[src/rtl/nic_pkg.sv]
// nic_pkg: NIC FSM state encoding and preamble/SFD nibbles shared by the TX serializer and the RX stripper.
package nic_pkg;
    typedef enum logic [1:0] {ST_IDLE, ST_PRE, ST_DATA, ST_IFG} state_t;
    localparam logic [3:0] PREAMBLE_NIB = 4'h5;
    localparam logic [3:0] SFD_NIB      = 4'hD;
endpackage

[src/rtl/nibble_serializer.sv]
// nibble_serializer: MAC byte stream to PHY nibbles (low first) with preamble, SFD and inter-frame gap.
module nibble_serializer
    import nic_pkg::*;
#(
    parameter int PRE_NIBBLES = 15,
    parameter int IFG_NIBBLES = 24
) (
    input  logic       clock,
    input  logic       reset,
    input  logic [7:0] din,
    input  logic       din_valid,
    input  logic       din_last,
    output logic       din_ready,
    output logic [3:0] tx_data,
    output logic       tx_en,
    output logic       tx_underrun,
    output logic       busy
);
    localparam int CNT_MAX = (PRE_NIBBLES + 1 > IFG_NIBBLES) ? PRE_NIBBLES + 1 : IFG_NIBBLES;
    localparam int CW = $clog2(CNT_MAX + 1);
    localparam logic [CW-1:0] PRE_END = CW'(PRE_NIBBLES);
    localparam logic [CW-1:0] IFG_END = CW'(IFG_NIBBLES > 0 ? IFG_NIBBLES - 1 : 0);
    localparam state_t GAP_ST = IFG_NIBBLES > 0 ? ST_IFG : ST_IDLE;

    state_t        state, state_n;
    logic [CW-1:0] cnt, cnt_n;
    logic [7:0]    byte_q, byte_n;
    logic          last_q, last_n, sel, sel_n, underrun_n;
    logic [3:0]    data_n;

    assign din_ready = state == ST_IDLE || (state == ST_DATA && sel && !last_q);
    assign busy      = state != ST_IDLE;

    // Outputs are registered from the next-state view so the nibble appears the cycle it belongs to.
    always_comb begin
        state_n    = state;
        cnt_n      = cnt;
        sel_n      = sel;
        byte_n     = byte_q;
        last_n     = last_q;
        underrun_n = 1'b0;
        case (state)
            ST_IDLE: if (din_valid) begin
                byte_n  = din;
                last_n  = din_last;
                cnt_n   = '0;
                state_n = ST_PRE;
            end
            ST_PRE: if (cnt == PRE_END) begin
                sel_n   = 1'b0;
                state_n = ST_DATA;
            end else cnt_n = cnt + 1'b1;
            ST_DATA: begin
                sel_n = !sel;
                if (sel && (last_q || !din_valid)) begin
                    state_n    = GAP_ST;
                    cnt_n      = '0;
                    underrun_n = !last_q;
                end else if (sel) begin
                    byte_n = din;
                    last_n = din_last;
                end
            end
            default: if (cnt == IFG_END) state_n = ST_IDLE;
                     else cnt_n = cnt + 1'b1;
        endcase
        data_n = state_n == ST_PRE  ? (cnt_n < PRE_END ? PREAMBLE_NIB : SFD_NIB) :
                 state_n == ST_DATA ? (sel_n ? byte_n[7:4] : byte_n[3:0]) : 4'h0;
    end

    always_ff @(posedge clock) begin
        if (reset) begin
            state       <= ST_IDLE;
            cnt         <= '0;
            sel         <= 1'b0;
            byte_q      <= '0;
            last_q      <= 1'b0;
            tx_data     <= '0;
            tx_en       <= 1'b0;
            tx_underrun <= 1'b0;
        end else begin
            state       <= state_n;
            cnt         <= cnt_n;
            sel         <= sel_n;
            byte_q      <= byte_n;
            last_q      <= last_n;
            tx_data     <= data_n;
            tx_en       <= state_n == ST_PRE || state_n == ST_DATA;
            tx_underrun <= underrun_n;
        end
    end
endmodule

[config.mk]
export PLATFORM = sky130hd
export DESIGN_NAME = nibble_serializer
export DESIGN_NICKNAME = d
export VERILOG_FILES = /design/src/rtl/nic_pkg.sv /design/src/rtl/nibble_serializer.sv
export SDC_FILE = /design/constraint.sdc
export NUM_CORES = 1
export LEC_CHECK = 0
export CAP_MARGIN = 10
export CORE_MARGIN = 2
export CORE_UTILIZATION = 44
export DETAILED_ROUTE_END_ITERATION = 10
export PLACE_DENSITY = 0.74
export SETUP_SLACK_MARGIN = 0.15
export SLEW_MARGIN = 15
export SYNTH_ARGS = -nofsm -noshare
export SYNTH_HDL_FRONTEND = slang
export SYNTH_SLANG_ARGS = --single-unit
[constraint.sdc]
create_clock -name clock -period 2.7 [get_ports clock]
set_clock_uncertainty 0.1 [all_clocks]
set_input_delay 0.405 -clock clock [delete_from_list [all_inputs] [get_ports clock]]
set_output_delay 0.405 -clock clock [all_outputs]
set_load 0.005 [all_outputs]
==> metrics.md <==
| Metric | Value |
|---|---|
| Num rows | `20` |
| Worst vdd ir | `roughly 0.25 mV` |
| Seq/Total Area, Yosys | `approximately 34%` |
| Layout cells sized above 1 | `between 10% and 20%` |
| Delay of the slowest critical-path stage | `about 0.39 ns` |
| Die H | `59.9 um` |
| Relative slew margins | `75.5%` |
| Hold Slack | `~0.36 ns` |
| Worst-Margin Slew | `0.364 ns` |
| CORE AREA | `3000 um2` |
| Routability cong. | `0.882` |
| Die ar. | `about 3600 um2` |
| Complex-gate fraction of the synthesized area | `28.7%` |
| Vias in the first global route | `about 1,200` |
| Synth Area in XOR/XNOR | `less than 1%` |
| Clock slew at reported path FFs | `0.14 ns` |
| Total Wirelength | `about 3100 um` |
| Tightest Hold Check Type | `flip-flop to flip-flop` |
| Unrepaired setup endpoints after global routing | `true` |
| Final setup violation count | `0` |
| First-pass GRT wire length | `between 5000 and 6000 um` |
| CTS tree | `done` |
| Starting Density | `between 40% and 50%` |
| Filler instances | `277` |
| CTS max path bufs | `2` |
| Synth Area in Adders | `just over 8%` |
| Area Overhead vs Synth | `23.8%` |
| Proportion of synthesized area in mux cells | `under 10%` |
| Period utilization | `about nine tenths` |
| Number of antenna violations at the first check in global routing | `0` |
| Final Power | `0.679 mW` |
| Fin Setup TNS | `0 ns` |
| Delay-heaviest family, CP | `simple AND/OR/NAND/NOR gates` |
| Number of enable flip-flop cells after synthesis | `0` |
| Leakage | `0.689 nW` |
| Synthesis-stage register bit count | `23` |
| DR vias | `1,192` |
| Clock Latency Late Sink | `0.32 ns` |
| Antenna-violating nets left | `0` |
| Largest net degree at the start of global routing | `17` |
| WP data required | `2.82 ns` |
| Iter 0 DRT Violations | `42` |
| DP Cell Count | `~200` |
| Critical Path Slowest Stage Cell | `dfxtp_4` |
| Max Slew Vio Count | `0` |
| IO Port Bufs | `19` |
| All-Layer GR Usage | `roughly a fifth` |
| Yosys warning count | `0` |
| Critical-path cell list | `ha_2 > nand3_1 > inv_1 > ha_2 > nand2b_1 > o211ai_1 > a21oi_2 > nand3b_1 > ha_1 > nand2b_1 > nor2_1 > a31oi_1 > o31ai_1` |
| Syn nets | `170` |
| Syn Area/Cell | `a little over 9 um2` |
| Via density | `around 5.7` |
| Crit path buffers/inverters | `1` |
| Final HPWL DP | `about 2300 um` |
| Crit start category | `flip-flop` |
| Most frequent cells in the layout | `dfxtp_1, clkdlybuf4s50_1, nor2_1` |
| # H-tree levels | `1` |
| Period minus WS final | `~2.4 ns` |
| Main synth FF type | `dfxtp_1` |
| # IOs | `20` |
| # nets final | `a little under 200` |
| WL per Instance | `around 15 um` |
| Clock root buffer | `clkbuf_4` |
| Number of diodes | `0` |
| Worst Path Arrival | `roughly 2.6 ns` |
| P per Cell Area | `between 300 and 400 nW/um2` |
| Clk sinks | `23` |
| Router iterations before antenna repair | `4` |
| Max-cap violations | `0` |
| Run status | `finished, final reports clean` |
| Non-Filler Instances | `between 200 and 250` |
| Mapped cell area | `about 1400 um2` |
| Grt ovf | `0` |
| Hold Vio Cnt, Final | `0` |
| Worst Path Max Fanout | `5` |
| Crit Path Class | `flip-flop to flip-flop` |
| TritonCTS Buffers | `3` |
| Die X | `approximately 60 um` |
| Worst Setup End Kind | `flip-flop` |
| Synth Area in Simple Gates | `around a fifth` |
| Max Clk Rate | `412 MHz` |
| Mapped Cells | `between 100 and 150` |
| Largest family of logic cells by synthesized area | `compound AO/OA/AOI/OAI gates` |
| Commonest non-fill, non-tap cell in the layout | `dfxtp_1` |
| Asr flop ratio synth | `0%` |
| Unique cell type count in the Yosys netlist | `between 50 and 60` |
| Residual DRC count | `0` |
timing repair:
item / 4_1_cts / 5_1_grt
pin swaps: 0 / 1
endpoints found under the hold margin: 0 / 0
setup endpoints to repair: 3 / 5
gates resized for setup: 2 / 6
hold buffers: 0 / 0
buffers inserted: 0 / 1
worst register-to-register path, delay by kind of cell, from the launching register on:
family	cells	cell delay (ns)
fa+ha+maj	3	0.61
simple gates	5	0.69
flops	1	0.39
buf+inv	1	0.06
compound gates	4	0.48
registers in the layout (all words and copies together) (netlist names):
| name | flops |
|---|---|
| byte_q | 8 |
| cnt | 5 |
| last_q | 1 |
| sel | 1 |
| state | 2 |
| tx_data | 4 |
| tx_en | 1 |
| tx_underrun | 1 |
cells in the mapped netlist (2+ instances only):
master,count,share of area [%]
dfxtp_1,23,34
nor2_1,17,4.6
ha_1,9,8.2
inv_1,9,2.5
a21oi_1,7,2.6
a22oi_1,7,3.8
nand2_1,5,1.4
nand2b_1,5,2.3
nor2b_1,4,1.8
o211ai_1,4,2.2
o31ai_1,4,2.2
clkbuf_1,3,0.82
mux2_2,3,2.5
o21ai_0,3,1.1
o21ai_1,3,1.1
a311oi_1,2,1.3
a31oi_1,2,0.91
and3_1,2,0.91
and3b_1,2,1.3
mux2i_1,2,1.5
nand3b_1,2,1.1
nor3_1,2,0.73
cell families after synthesis:
group | count (synthesis)
XOR/XNOR | 1
AO/OA/AOI/OAI | 48
multiplexers | 5
AND/OR/NAND/NOR | 48
buffers and inverters | 15
adder cells (fa/ha/maj) | 9
flip-flops | 23
worst paths after layout:
kind / slack, ns / endpoint / startpoint / depth (start not counted)
hold / removal: 0.36 / byte_q[7] / byte_q[7] / 2
hold reg to reg: 0.36 / byte_q[7] / byte_q[7] / 2
setup reg to reg: 0.27 / tx_data[3] / cnt[0] / 13
setup / recovery: 0.27 / tx_data[3] / cnt[0] / 13
through the flow:
stage                     instance area (um2)  util (%)  setup WS (ns)
after floorplan                          1370         -          0.286
after global routing                     1700      56.6         0.0859
final                                    1700      56.6          0.274
after detailed placement                 1630      54.4         0.0985
after CTS                                1670      55.7          0.152
after global placement                   1630      54.4          0.167
layer usage:
layer | GRT usage [%] | vias to the layer above | part of all wire (%)
li1 | - | 605 | -
met1 | 23.3 | 553 | 47
met2 | 34.3 | 30 | 48
met3 | 3.90 | 4 | 3.8
met4 | 5.08 | 0 | 1.3
met5 | 0 | - | 0
area by class of cell:
type	count	area [um2]	share of cell area (%)
Clock buffer	3	22.5	1.33
Clock inverter	1	5.00	0.295
Timing Repair Buffer	28	258	15.2
Multi-Input combinational cell	111	871	51.3
Tap cell	33	41.3	2.43
Sequential cell	23	464	27.3
Inverter	10	37.5	2.21
power breakdown:
part | switching, mW | leakage, nW | internal [mW]
clock network | 0.109 | 0.0177 | 0.0554
logic | 0.0704 | 0.482 | 0.0799
registers | 0.00835 | 0.189 | 0.356
total | 0.188 | 0.689 | 0.491
Power figures use the tool's default switching activity.
